`config.mk`:
```
export PLATFORM = sky130hd
export DESIGN_NAME = codec_init_seq
export DESIGN_NICKNAME = d
export VERILOG_FILES = /design/src/rtl/codec_pkg.sv /design/src/rtl/codec_reg_rom.sv /design/src/rtl/codec_init_seq.sv
export SDC_FILE = /design/constraint.sdc
export NUM_CORES = 1
export LEC_CHECK = 0
export ABC_AREA = 1
export CORE_MARGIN = 5
export CORE_UTILIZATION = 35
export DETAILED_ROUTE_END_ITERATION = 8
export PLACE_DENSITY = 0.61
export SYNTH_ARGS = -nofsm -noshare
export SYNTH_HDL_FRONTEND = slang
export SYNTH_SLANG_ARGS = --single-unit
```
`constraint.sdc`:
```
create_clock -name clk -period 1.5 [get_ports clk]
set_input_delay 0.3 -clock clk [delete_from_list [all_inputs] [get_ports clk]]
set_output_delay 0.3 -clock clk [all_outputs]
set_load 0.05 [all_outputs]
```
`src/rtl/codec_pkg.sv`:
```
// Shared definitions for the codec power-up sequencer: state codes,
// WM8731-style register addresses and the 16-bit control word format.
package codec_pkg;

  // State codes double as the seven-segment debug value.
  typedef enum logic [3:0] {
    ST_IDLE  = 4'd0,
    ST_DELAY = 4'd1,
    ST_LOAD  = 4'd2,
    ST_ISSUE = 4'd3,
    ST_WAIT  = 4'd4,
    ST_RETRY = 4'd5,
    ST_DONE  = 4'd6,
    ST_ERROR = 4'd7
  } seq_state_e;

  // Codec register addresses (7-bit).
  localparam logic [6:0] REG_LINVOL = 7'h00;
  localparam logic [6:0] REG_RINVOL = 7'h01;
  localparam logic [6:0] REG_LHPOUT = 7'h02;
  localparam logic [6:0] REG_RHPOUT = 7'h03;
  localparam logic [6:0] REG_APANA  = 7'h04;
  localparam logic [6:0] REG_DPATH  = 7'h05;
  localparam logic [6:0] REG_PWRDN  = 7'h06;
  localparam logic [6:0] REG_IFACE  = 7'h07;
  localparam logic [6:0] REG_SRATE  = 7'h08;
  localparam logic [6:0] REG_ACTIVE = 7'h09;
  localparam logic [6:0] REG_RESET  = 7'h0F;

  // One control word as sent on the wire: {addr[6:0], data[8:0]}.
  typedef struct packed {
    logic [6:0] addr;
    logic [8:0] data;
  } reg_word_t;

  function automatic reg_word_t make_word(input logic [6:0] addr, input logic [8:0] data);
    reg_word_t w;
    w.addr = addr;
    w.data = data;
    return w;
  endfunction

endpackage

```
`src/rtl/codec_reg_rom.sv`:
```
// Combinational configuration table: index -> control word.
// RESET is always first and ACTIVE=1 is always the last valid entry.
module codec_reg_rom
  import codec_pkg::*;
#(
  parameter int NUM_REGS = 10
) (
  input  logic [3:0] index,
  output reg_word_t  word
);

  // Table lookup; anything past the last entry reads as zero.
  always_comb begin
    word = '0;
    if (index == 4'(NUM_REGS - 1)) begin
      word = make_word(REG_ACTIVE, 9'h001);
    end else if (int'(index) < NUM_REGS - 1) begin
      case (index)
        4'd0:    word = make_word(REG_RESET,  9'h000);
        4'd1:    word = make_word(REG_LINVOL, 9'h017);  // 0 dB, unmuted
        4'd2:    word = make_word(REG_RINVOL, 9'h017);
        4'd3:    word = make_word(REG_LHPOUT, 9'h079);  // 0 dB headphone
        4'd4:    word = make_word(REG_RHPOUT, 9'h079);
        4'd5:    word = make_word(REG_APANA,  9'h012);  // DAC selected, mic muted
        4'd6:    word = make_word(REG_DPATH,  9'h000);  // DAC soft-mute off
        4'd7:    word = make_word(REG_PWRDN,  9'h000);  // everything powered
        4'd8:    word = make_word(REG_IFACE,  9'h002);  // I2S, 16-bit, slave
        // Longer tables pad with a harmless normal-mode sample-rate write.
        default: word = make_word(REG_SRATE,  9'h000);
      endcase
    end
  end

endmodule

```
`src/rtl/codec_init_seq.sv`:
```
// Codec power-up sequencer: walks the register table and issues one I2C
// write per word, retrying NACKed writes a bounded number of times.
module codec_init_seq
  import codec_pkg::*;
#(
  parameter int         NUM_REGS      = 10,
  parameter logic [6:0] DEV_ADDR      = 7'h1A,
  parameter int         STARTUP_DELAY = 250,
  parameter int         RETRY_GAP     = 25,
  parameter int         MAX_RETRIES   = 3,
  parameter bit         AUTO_START    = 1'b1
) (
  input  logic       clk,
  input  logic       reset,
  input  logic       start,
  input  logic       i2c_busy,
  input  logic       i2c_done,
  input  logic       i2c_ack_err,
  output logic       i2c_start,
  output logic [6:0] i2c_dev_addr,
  output logic [7:0] i2c_byte0,
  output logic [7:0] i2c_byte1,
  output logic       busy,
  output logic       done,
  output logic       error,
  output logic [3:0] reg_index,
  output logic [3:0] state_info
);

  // One down-counter serves both the startup wait and the retry gap.
  localparam int DLY_MAX = (STARTUP_DELAY > RETRY_GAP) ? STARTUP_DELAY : RETRY_GAP;
  localparam int DLY_W   = (DLY_MAX < 2) ? 1 : $clog2(DLY_MAX);
  localparam int RTY_W   = (MAX_RETRIES < 1) ? 1 : $clog2(MAX_RETRIES + 1);

  seq_state_e       state_q, state_d;
  logic [DLY_W-1:0] delay_q, delay_d;
  logic [RTY_W-1:0] retry_q, retry_d;
  logic [3:0]       reg_index_q, reg_index_d;
  logic [7:0]       byte0_q, byte0_d;
  logic [7:0]       byte1_q, byte1_d;
  logic             start_q, start_d;
  logic             busy_q, busy_d;
  logic             done_q, done_d;
  logic             error_q, error_d;
  reg_word_t        rom_word;

  codec_reg_rom #(
    .NUM_REGS(NUM_REGS)
  ) u_rom (
    .index(reg_index_q),
    .word (rom_word)
  );

  // Next-state and next-output logic for the sequencer.
  always_comb begin
    state_d     = state_q;
    delay_d     = delay_q;
    retry_d     = retry_q;
    reg_index_d = reg_index_q;
    byte0_d     = byte0_q;
    byte1_d     = byte1_q;
    start_d     = 1'b0;
    busy_d      = busy_q;
    done_d      = done_q;
    error_d     = error_q;

    case (state_q)
      ST_IDLE: begin
        // Reset is the only way into IDLE, so auto-start fires on the
        // first clock after release.
        if (AUTO_START || start) begin
          state_d     = ST_DELAY;
          delay_d     = DLY_W'(STARTUP_DELAY - 1);
          reg_index_d = 4'd0;
          retry_d     = '0;
          busy_d      = 1'b1;
        end
      end
      ST_DELAY: begin
        if (delay_q == '0) state_d = ST_LOAD;
        else               delay_d = delay_q - 1'b1;
      end
      ST_LOAD: begin
        byte0_d = {rom_word.addr, rom_word.data[8]};
        byte1_d = rom_word.data[7:0];
        state_d = ST_ISSUE;
      end
      ST_ISSUE: begin
        // Registered pulse: it is high during the first WAIT cycle.
        if (!i2c_busy) begin
          start_d = 1'b1;
          state_d = ST_WAIT;
        end
      end
      ST_WAIT: begin
        if (i2c_done) begin
          if (!i2c_ack_err) begin
            if (reg_index_q == 4'(NUM_REGS - 1)) begin
              state_d = ST_DONE;
              done_d  = 1'b1;
              busy_d  = 1'b0;
            end else begin
              reg_index_d = reg_index_q + 4'd1;
              retry_d     = '0;
              state_d     = ST_LOAD;
            end
          end else if (retry_q < RTY_W'(MAX_RETRIES)) begin
            retry_d = retry_q + 1'b1;
            delay_d = DLY_W'(RETRY_GAP - 1);
            state_d = ST_RETRY;
          end else begin
            state_d = ST_ERROR;
            error_d = 1'b1;
            busy_d  = 1'b0;
          end
        end
      end
      ST_RETRY: begin
        // Bytes are left untouched so the retry resends the same word.
        if (delay_q == '0) state_d = ST_ISSUE;
        else               delay_d = delay_q - 1'b1;
      end
      ST_DONE, ST_ERROR: begin
        if (start) begin
          state_d     = ST_DELAY;
          delay_d     = DLY_W'(STARTUP_DELAY - 1);
          reg_index_d = 4'd0;
          retry_d     = '0;
          busy_d      = 1'b1;
          done_d      = 1'b0;
          error_d     = 1'b0;
        end
      end
      default: state_d = ST_IDLE;
    endcase
  end

  // State and output registers; reset aborts any sequence immediately.
  always_ff @(posedge clk or negedge reset) begin
    if (!reset) begin
      state_q     <= ST_IDLE;
      delay_q     <= '0;
      retry_q     <= '0;
      reg_index_q <= 4'd0;
      byte0_q     <= 8'd0;
      byte1_q     <= 8'd0;
      start_q     <= 1'b0;
      busy_q      <= 1'b0;
      done_q      <= 1'b0;
      error_q     <= 1'b0;
    end else begin
      state_q     <= state_d;
      delay_q     <= delay_d;
      retry_q     <= retry_d;
      reg_index_q <= reg_index_d;
      byte0_q     <= byte0_d;
      byte1_q     <= byte1_d;
      start_q     <= start_d;
      busy_q      <= busy_d;
      done_q      <= done_d;
      error_q     <= error_d;
    end
  end

  assign i2c_start    = start_q;
  assign i2c_dev_addr = DEV_ADDR;
  assign i2c_byte0    = byte0_q;
  assign i2c_byte1    = byte1_q;
  assign busy         = busy_q;
  assign done         = done_q;
  assign error        = error_q;
  assign reg_index    = reg_index_q;
  assign state_info   = state_q;

endmodule

```
==> impl_metrics.toml, run 1 <==
[global_routing]
grt_pass1_vias = 1765
grt_max_degree = 31
grt_usage_pct = 13.2
gr-total-overflow = 0
antenna_found_initial = 0
grt_pass1_wl_mm = 7.80

[finish]
antenna_cells = 0
syn_to_final_growth_pct = 45.9
nNetsFinal = 328
fillers = 516
multi_input_area_sq_mm = 0.00108
final_cell_area_sq_mm = 0.00282
drive_gt1_share_pct = 32.1
seqCellArea_sq_um = 758

[power]
leakage_nw = 1.38
ir_worst_vdd_v = 0.000408
finalPower_mw = 1.62
p_per_area_mw_per_mm2 = 575

[critical_path]
crit_path_max_fanout = 8
crit_path_end_kind = "register"
reg2reg_depth = 8
r2r_start = "retry_q[0]"
r2r_setup_slack_ns = 0.07
arrival_ns = 1.60
critPathLaunchType = "register"
critical_path_class = "register to register"
r2r_end = "delay_q[3]"
required_ns = 1.67

[drt]
drcViolationCount = 0
drtIter0Drc = 78
drtAntennaViolNets = 0
vias = 1752
wire_per_inst_um = 11.6
dr.pass1.iters = 4
routed_wl_mm = 4.50
drt-vias-per-instance = 4.53

[placed_design]
gp_congestion = 0.869
dp_slack_ns = -0.242
place_hpwl_mm = 3.46
place_area_sq_mm = 0.00261
portBuffers = 27

[clock_tree]
clk_latency_ns = 0.28
cts-root-buf = "clkbuf_8"
numCtsBuffers = 5
clock_path_buffers = 2
htreeDepth = 2
clk_pin_slew_ns = 0.07
cts_tree = "done"
cts_sinks = 30
ctsHoldBuffers = 0

[synthesis]
yosysTopAreaCellShare_pct = 38.9
yosys_warnings = 0
synth_area_leaders = "dfrtp_1, nand2_1, nand3_1, buf_4, ha_1"
syn_area_sq_mm = 0.00193
synth_top_area_cell = "dfrtp_1"
seq_area_frac_synth_pct = 38.9
synth_seq_cells = 30
syn_inst = 261
yosys.cell_types.count = 31
avgSynthCellArea_sq_um = 7.39

[timing]
hold_violations = 0
worst_slack_ns = 0.0694
final_max_slew_viol_count = 0
final-setup-viol-count = 0
period_needed_ns = 1.43
fin_crit_sh_pct = 95.4
clock.fmax_mhz = 699
worst_clock_skew_ns = 0.00894
grt_setup_unrepaired = "yes"
tns_ns = 0

[job]
max_cap_violations = 0

[die]
start_util_pct = 35.5
core_sq_mm = 0.00544
die_y_um = 84.2
dieArea_sq_mm = 0.00710
io_pins = 41
die_w_um = 84.2
rows = 27

[run_status]
status = "complete, no violations"

[hold_path]
hold_class = "input pin to asynchronous set/reset pin"
==> cells in the mapped netlist <==
cell / instances
xor2_1: 4
nand2_4: 1
o21ai_1: 13
nor3_1: 1
o31ai_1: 1
or2_2: 2
nor2_1: 17
nor2_2: 4
conb_1: 2
nand3_1: 27
nand4_1: 2
clkinv_1: 2
a21oi_1: 1
nand3b_1: 1
inv_1: 18
buf_4: 16
ha_1: 8
or2_1: 1
o211ai_1: 2
a22oi_1: 1
nand2_1: 82
nand3_2: 1
o21ai_0: 7
a21oi_2: 1
dfrtp_1: 30
nor3_4: 1
inv_2: 7
a2bb2oi_1: 2
nor2_4: 1
nand2_2: 4
clkbuf_1: 1
==> routing by layer <==
metal	routed length (um)	vias up	share of wire, %	global-route usage [%]
li1	-	910	-	-
met1	2030	811	45	16.9
met2	2290	27	51	22.3
met3	139	4	3.1	3.14
met4	29	0	0.64	3.80
met5	0	-	0	0
==> placed cells by master (no fill, tap or decap), drive strengths merged <==
cell type / Yosys / final
o31ai: 1 / 1
nor3: 2 / 2
buf: 16 / 47
clkinv: 2 / 3
or2: 3 / 3
nor2: 22 / 22
a2bb2oi: 2 / 2
conb: 2 / 13
nand3b: 1 / 1
clkdlybuf4s50: 0 / 5
nand4: 2 / 2
clkinvlp: 0 / 1
nand2: 87 / 87
o211ai: 2 / 2
o21ai: 20 / 20
xor2: 4 / 4
clkbuf: 1 / 6
a21oi: 2 / 2
dfrtp: 30 / 30
nand3: 28 / 28
inv: 25 / 25
ha: 8 / 8
a22oi: 1 / 1
==> registers in the layout, summed over array words and instances (netlist names) <==
name        flops
delay_q         8
i2c_byte1       5
i2c_byte0       4
reg_index       4
state_info      3
retry_q         2
busy            1
done            1
error           1
i2c_start       1
==> layout make-up <==
cell class | count | area share, %
Timing Repair Buffer | 52 | 24.5
Tap cell | 72 | 3.20
Inverter | 27 | 3.60
Sequential cell | 30 | 26.9
Multi-Input combinational cell | 198 | 38.4
Clock buffer | 6 | 2.93
Clock inverter | 2 | 0.444
==> logic make-up (layout without fill, tap and decap cells) <==
kind of cell,Yosys count,after routing,share of synthesized area [%]
compound gates,28,28,8.37
xor+xnor,4,4,1.82
fa+ha+maj,8,8,5.19
buf+inv,44,87,11.7
flops,30,30,38.9
other cells,2,13,0.389
simple gates,145,145,33.7
==> worst max-delay path by stage <==
| stage | from | to | cells after the start |
|---|---|---|---|
| after floorplan | reg_index[0] | i2c_byte1[5] | 5 |
| after global placement | i2c_ack_err | delay_q[6] | 8 |
| after detailed placement | i2c_ack_err | delay_q[3] | 8 |
| after CTS | retry_q[0] | delay_q[7] | 8 |
| after global routing | state_info[1] | delay_q[0] | 8 |
| final | retry_q[0] | delay_q[3] | 8 |
==> worst max-delay path: stages, from the launching register on <==
cell and delay [ns]:
dfrtp_1 0.39, ha_2 0.18, or2_1 0.23, nand2_2 0.09, nand2_2 0.06, nor2_4 0.13
nand2_4 0.10, nand2_1 0.07, nand2_1 0.06
==> repair_timing <==
item | 4_1_cts | 5_1_grt
buffers inserted | 0 | 4
setup endpoints to repair | 6 | 19
resized for setup | 1 | 23
gates cloned | 0 | 0
endpoints found under the hold margin | 0 | 0
pin swaps | 0 | 12
==> metrics by stage <==
stage               hold WS, ns  utilization [%]  std cells
CTS                       0.380             49.7        383
global placement          0.479             47.9        375
floorplan               0.00441                -        272
global route              0.401             51.8        387
finish                    0.380             51.8        387
detailed placement        0.491             47.9        375
==> report_power, final <==
part	total, mW	leakage, nW	internal, mW	switching [mW]
Clock	0.687	0.0472	0.368	0.318
Sequential	0.809	0.380	0.809	0
Combinational	0.123	0.954	0.0256	0.0970
Total	1.62	1.38	1.20	0.415
No activity file was read; power rests on OpenSTA's default activity.
==> run 2, diff against run 1 <==
--- a/config.mk
+++ b/config.mk
@@ -10,6 +10,7 @@
 export CORE_UTILIZATION = 35
 export DETAILED_ROUTE_END_ITERATION = 8
 export PLACE_DENSITY = 0.61
+export SLEW_MARGIN = 15
 export SYNTH_ARGS = -nofsm -noshare
 export SYNTH_HDL_FRONTEND = slang
 export SYNTH_SLANG_ARGS = --single-unit
==> results of run 2 <==
No change in the layout: final DEF, timing and power equal those of run 1.
==> run 3, diff against run 2 <==
--- a/config.mk
+++ b/config.mk
@@ -9,8 +9,9 @@
 export CORE_MARGIN = 5
 export CORE_UTILIZATION = 35
 export DETAILED_ROUTE_END_ITERATION = 8
-export PLACE_DENSITY = 0.61
-export SLEW_MARGIN = 15
+export PLACE_DENSITY = 0.59
+export SLEW_MARGIN = 20
 export SYNTH_ARGS = -nofsm -noshare
 export SYNTH_HDL_FRONTEND = slang
+export SYNTH_HIERARCHICAL = 1
 export SYNTH_SLANG_ARGS = --single-unit
==> run 3 against run 2 <==
  * Worst setup slack worse by 0.040 ns
  * First-iteration DRC count up 12%
  * Core utilization up 1.6 points
  * Clock power up 7.1%
  * Combinational power up 27%
  * Critical path depth unchanged
  * Sequential cell count up 7
  * Critical path type unchanged
  * Largest cell class unchanged
  * Highest routed layer unchanged
==> impl_metrics.toml, run 3 <==
[run_status]
status = "complete, no violations"

[synthesis]
syn_inst = 284
synth_top_area_cell = "dfrtp_1"
yosysMostFrequentCell = "nand2_1"
synth_edf_count = 0
yosysTopAreaCellShare_pct = 39.9
synth_top_flop_cell = "dfrtp_1"
synth_seq_cells = 37
ys_top_cells_by_count = "nand2_1, dfrtp_1, nor2_1, inv_1, buf_4"
yosys.cell_types.count = 32
yosys_warnings = 6
syn_area_sq_mm = 0.00232
seq_area_frac_synth_pct = 39.9
synth_area_leaders = "dfrtp_1, nand2_1, mux2_4, buf_4, ha_1"
avgSynthCellArea_sq_um = 8.17
synthArstFlopShare_pct = 100

[drt]
drcViolationCount = 0
drtAntennaViolNets = 0
wire_per_inst_um = 12.7
vias = 1978
dr.pass1.iters = 4
drtIter0Drc = 87
drt-vias-per-instance = 4.67
routed_wl_mm = 5.38

[clock_tree]
cts_sinks = 37
htreeDepth = 2
clk_pin_slew_ns = 0.08
clk_latency_ns = 0.29
clock_path_buffers = 2
cts-root-buf = "clkbuf_8"
numCtsBuffers = 5
cts_tree = "done"

[placed_design]
portBuffers = 32
place_hpwl_mm = 3.90
gp_congestion = 0.858
place_area_sq_mm = 0.00311
dp_slack_ns = -0.121

[die]
die_w_um = 91.4
io_pins = 41
rows = 29
die_y_um = 91.4
core_sq_mm = 0.00639
start_util_pct = 36.3
dieArea_sq_mm = 0.00836

[critical_path]
critPathLaunchType = "register"
required_ns = 1.68
critical_path_class = "register to register"
crit_path_end_kind = "register"
crit_path_start = "state_info[1]"
reg2reg_depth = 8
r2r_end = "delay_q[3]"
r2r_start = "state_info[1]"
arrival_ns = 1.65
crit_path_max_fanout = 6
r2r_setup_slack_ns = 0.03

[hold_path]
hold_class = "input pin to asynchronous set/reset pin"

[timing]
period_needed_ns = 1.47
grt_setup_unrepaired = "yes"
final-setup-viol-count = 0
worst_clock_skew_ns = 0.00661
final_max_slew_viol_count = 0
clock.fmax_mhz = 680
worst_slack_ns = 0.0293
fin_crit_sh_pct = 98.0
hold_violations = 0

[global_routing]
grt_max_degree = 22
gr-total-overflow = 0
grt_pass1_wl_mm = 8.71
grt_usage_pct = 12.5
grt_pass1_vias = 1882
antenna_found_initial = 0

[job]
max_cap_violations = 0

[finish]
final_cell_mix = "nand2_1, dfrtp_1, buf_12, buf_4, nor2_1"
layout_commonest_cell = "nand2_1"
final_cell_area_sq_mm = 0.00341
drive_gt1_share_pct = 40.1
nNetsFinal = 361
syn_to_final_growth_pct = 47.0
antenna_cells = 0

[power]
finalPower_mw = 1.90
ir_worst_vdd_v = 0.000394
leakage_nw = 1.76
p_per_area_mw_per_mm2 = 558
[run 3: worst max path at each step]
stage	end	slack (ns)	cells after the start
6_report	delay_q[3]	0.03	8
5_1_grt	delay_q[1]	-0.05	9
4_1_cts	delay_q[0]	0.02	10
3_5_place_dp	delay_q[6]	-0.12	7
3_3_place_gp	delay_q[6]	-0.10	7
2_1_floorplan	i2c_byte1[6]	-0.05	8
[run 3: cell type report]
class                   instances  area, sq um
repair buffers                 66          897
flip-flops and latches         37          938
fillers                       581         2980
inverters                      28          113
clock buffers                   6         82.6
clock inverters                 2         13.8
well taps                      77         96.3
multi-input cells             208         1270
[run 3: worst max-delay path, cell delays in order (launching register included)]
cell	delay, ns
dfrtp_2	0.47
buf_6	0.14
nand3b_1	0.08
nand2_2	0.08
inv_2	0.09
nand2_2	0.07
nor2_4	0.19
clkbuf_16	0.19
o21ai_2	0.05
[run 3: cells by family after synthesis]
kind of cell               share of synthesized area (%)
and+or+nand+nor                                     26.6
buffers and inverters                               11.3
DFF                                                 39.9
AOI/OAI and AO/OA                                   6.52
muxes                                               9.22
adders and majority gates                           4.85
other                                              0.485
xor gates and xnor gates                            1.13
[run 3: power by group]
part	switching [mW]	internal [mW]	total (mW)
Clock	0.363	0.372	0.736
Sequential	0.00817	1.00	1.01
Combinational	0.104	0.0521	0.156
Total	0.475	1.43	1.90
[run 3: through the flow]
step / hold WS (ns) / utilization, % / TNS (ns) / instances
after floorplan: 0.00441 / - / -0.262 / 294
after global placement: 0.303 / 48.7 / -0.938 / 407
after detailed placement: 0.296 / 48.7 / -1.05 / 407
after CTS: 0.512 / 50.5 / 0 / 416
after global routing: 0.531 / 53.4 / -0.420 / 424
final: 0.507 / 53.4 / 0 / 424
[run 3: what timing repair did]
item | in CTS | in global routing
buffers inserted | 0 | 7
pin swaps | 0 | 19
endpoints found under the hold margin | 19 | 0
resized for setup | 2 | 31
hold buffers | 1 | 0
cloned | 0 | 1
setup endpoints to repair | 3 | 18
[run 3: metal layers]
metal,vias up,global-route usage [%],part of all wire (%)
met5,-,0,0
met4,0,2.57,1.3
li1,993,-,-
met1,943,17.3,46
met2,36,19.6,48
met3,6,3.22,4.4
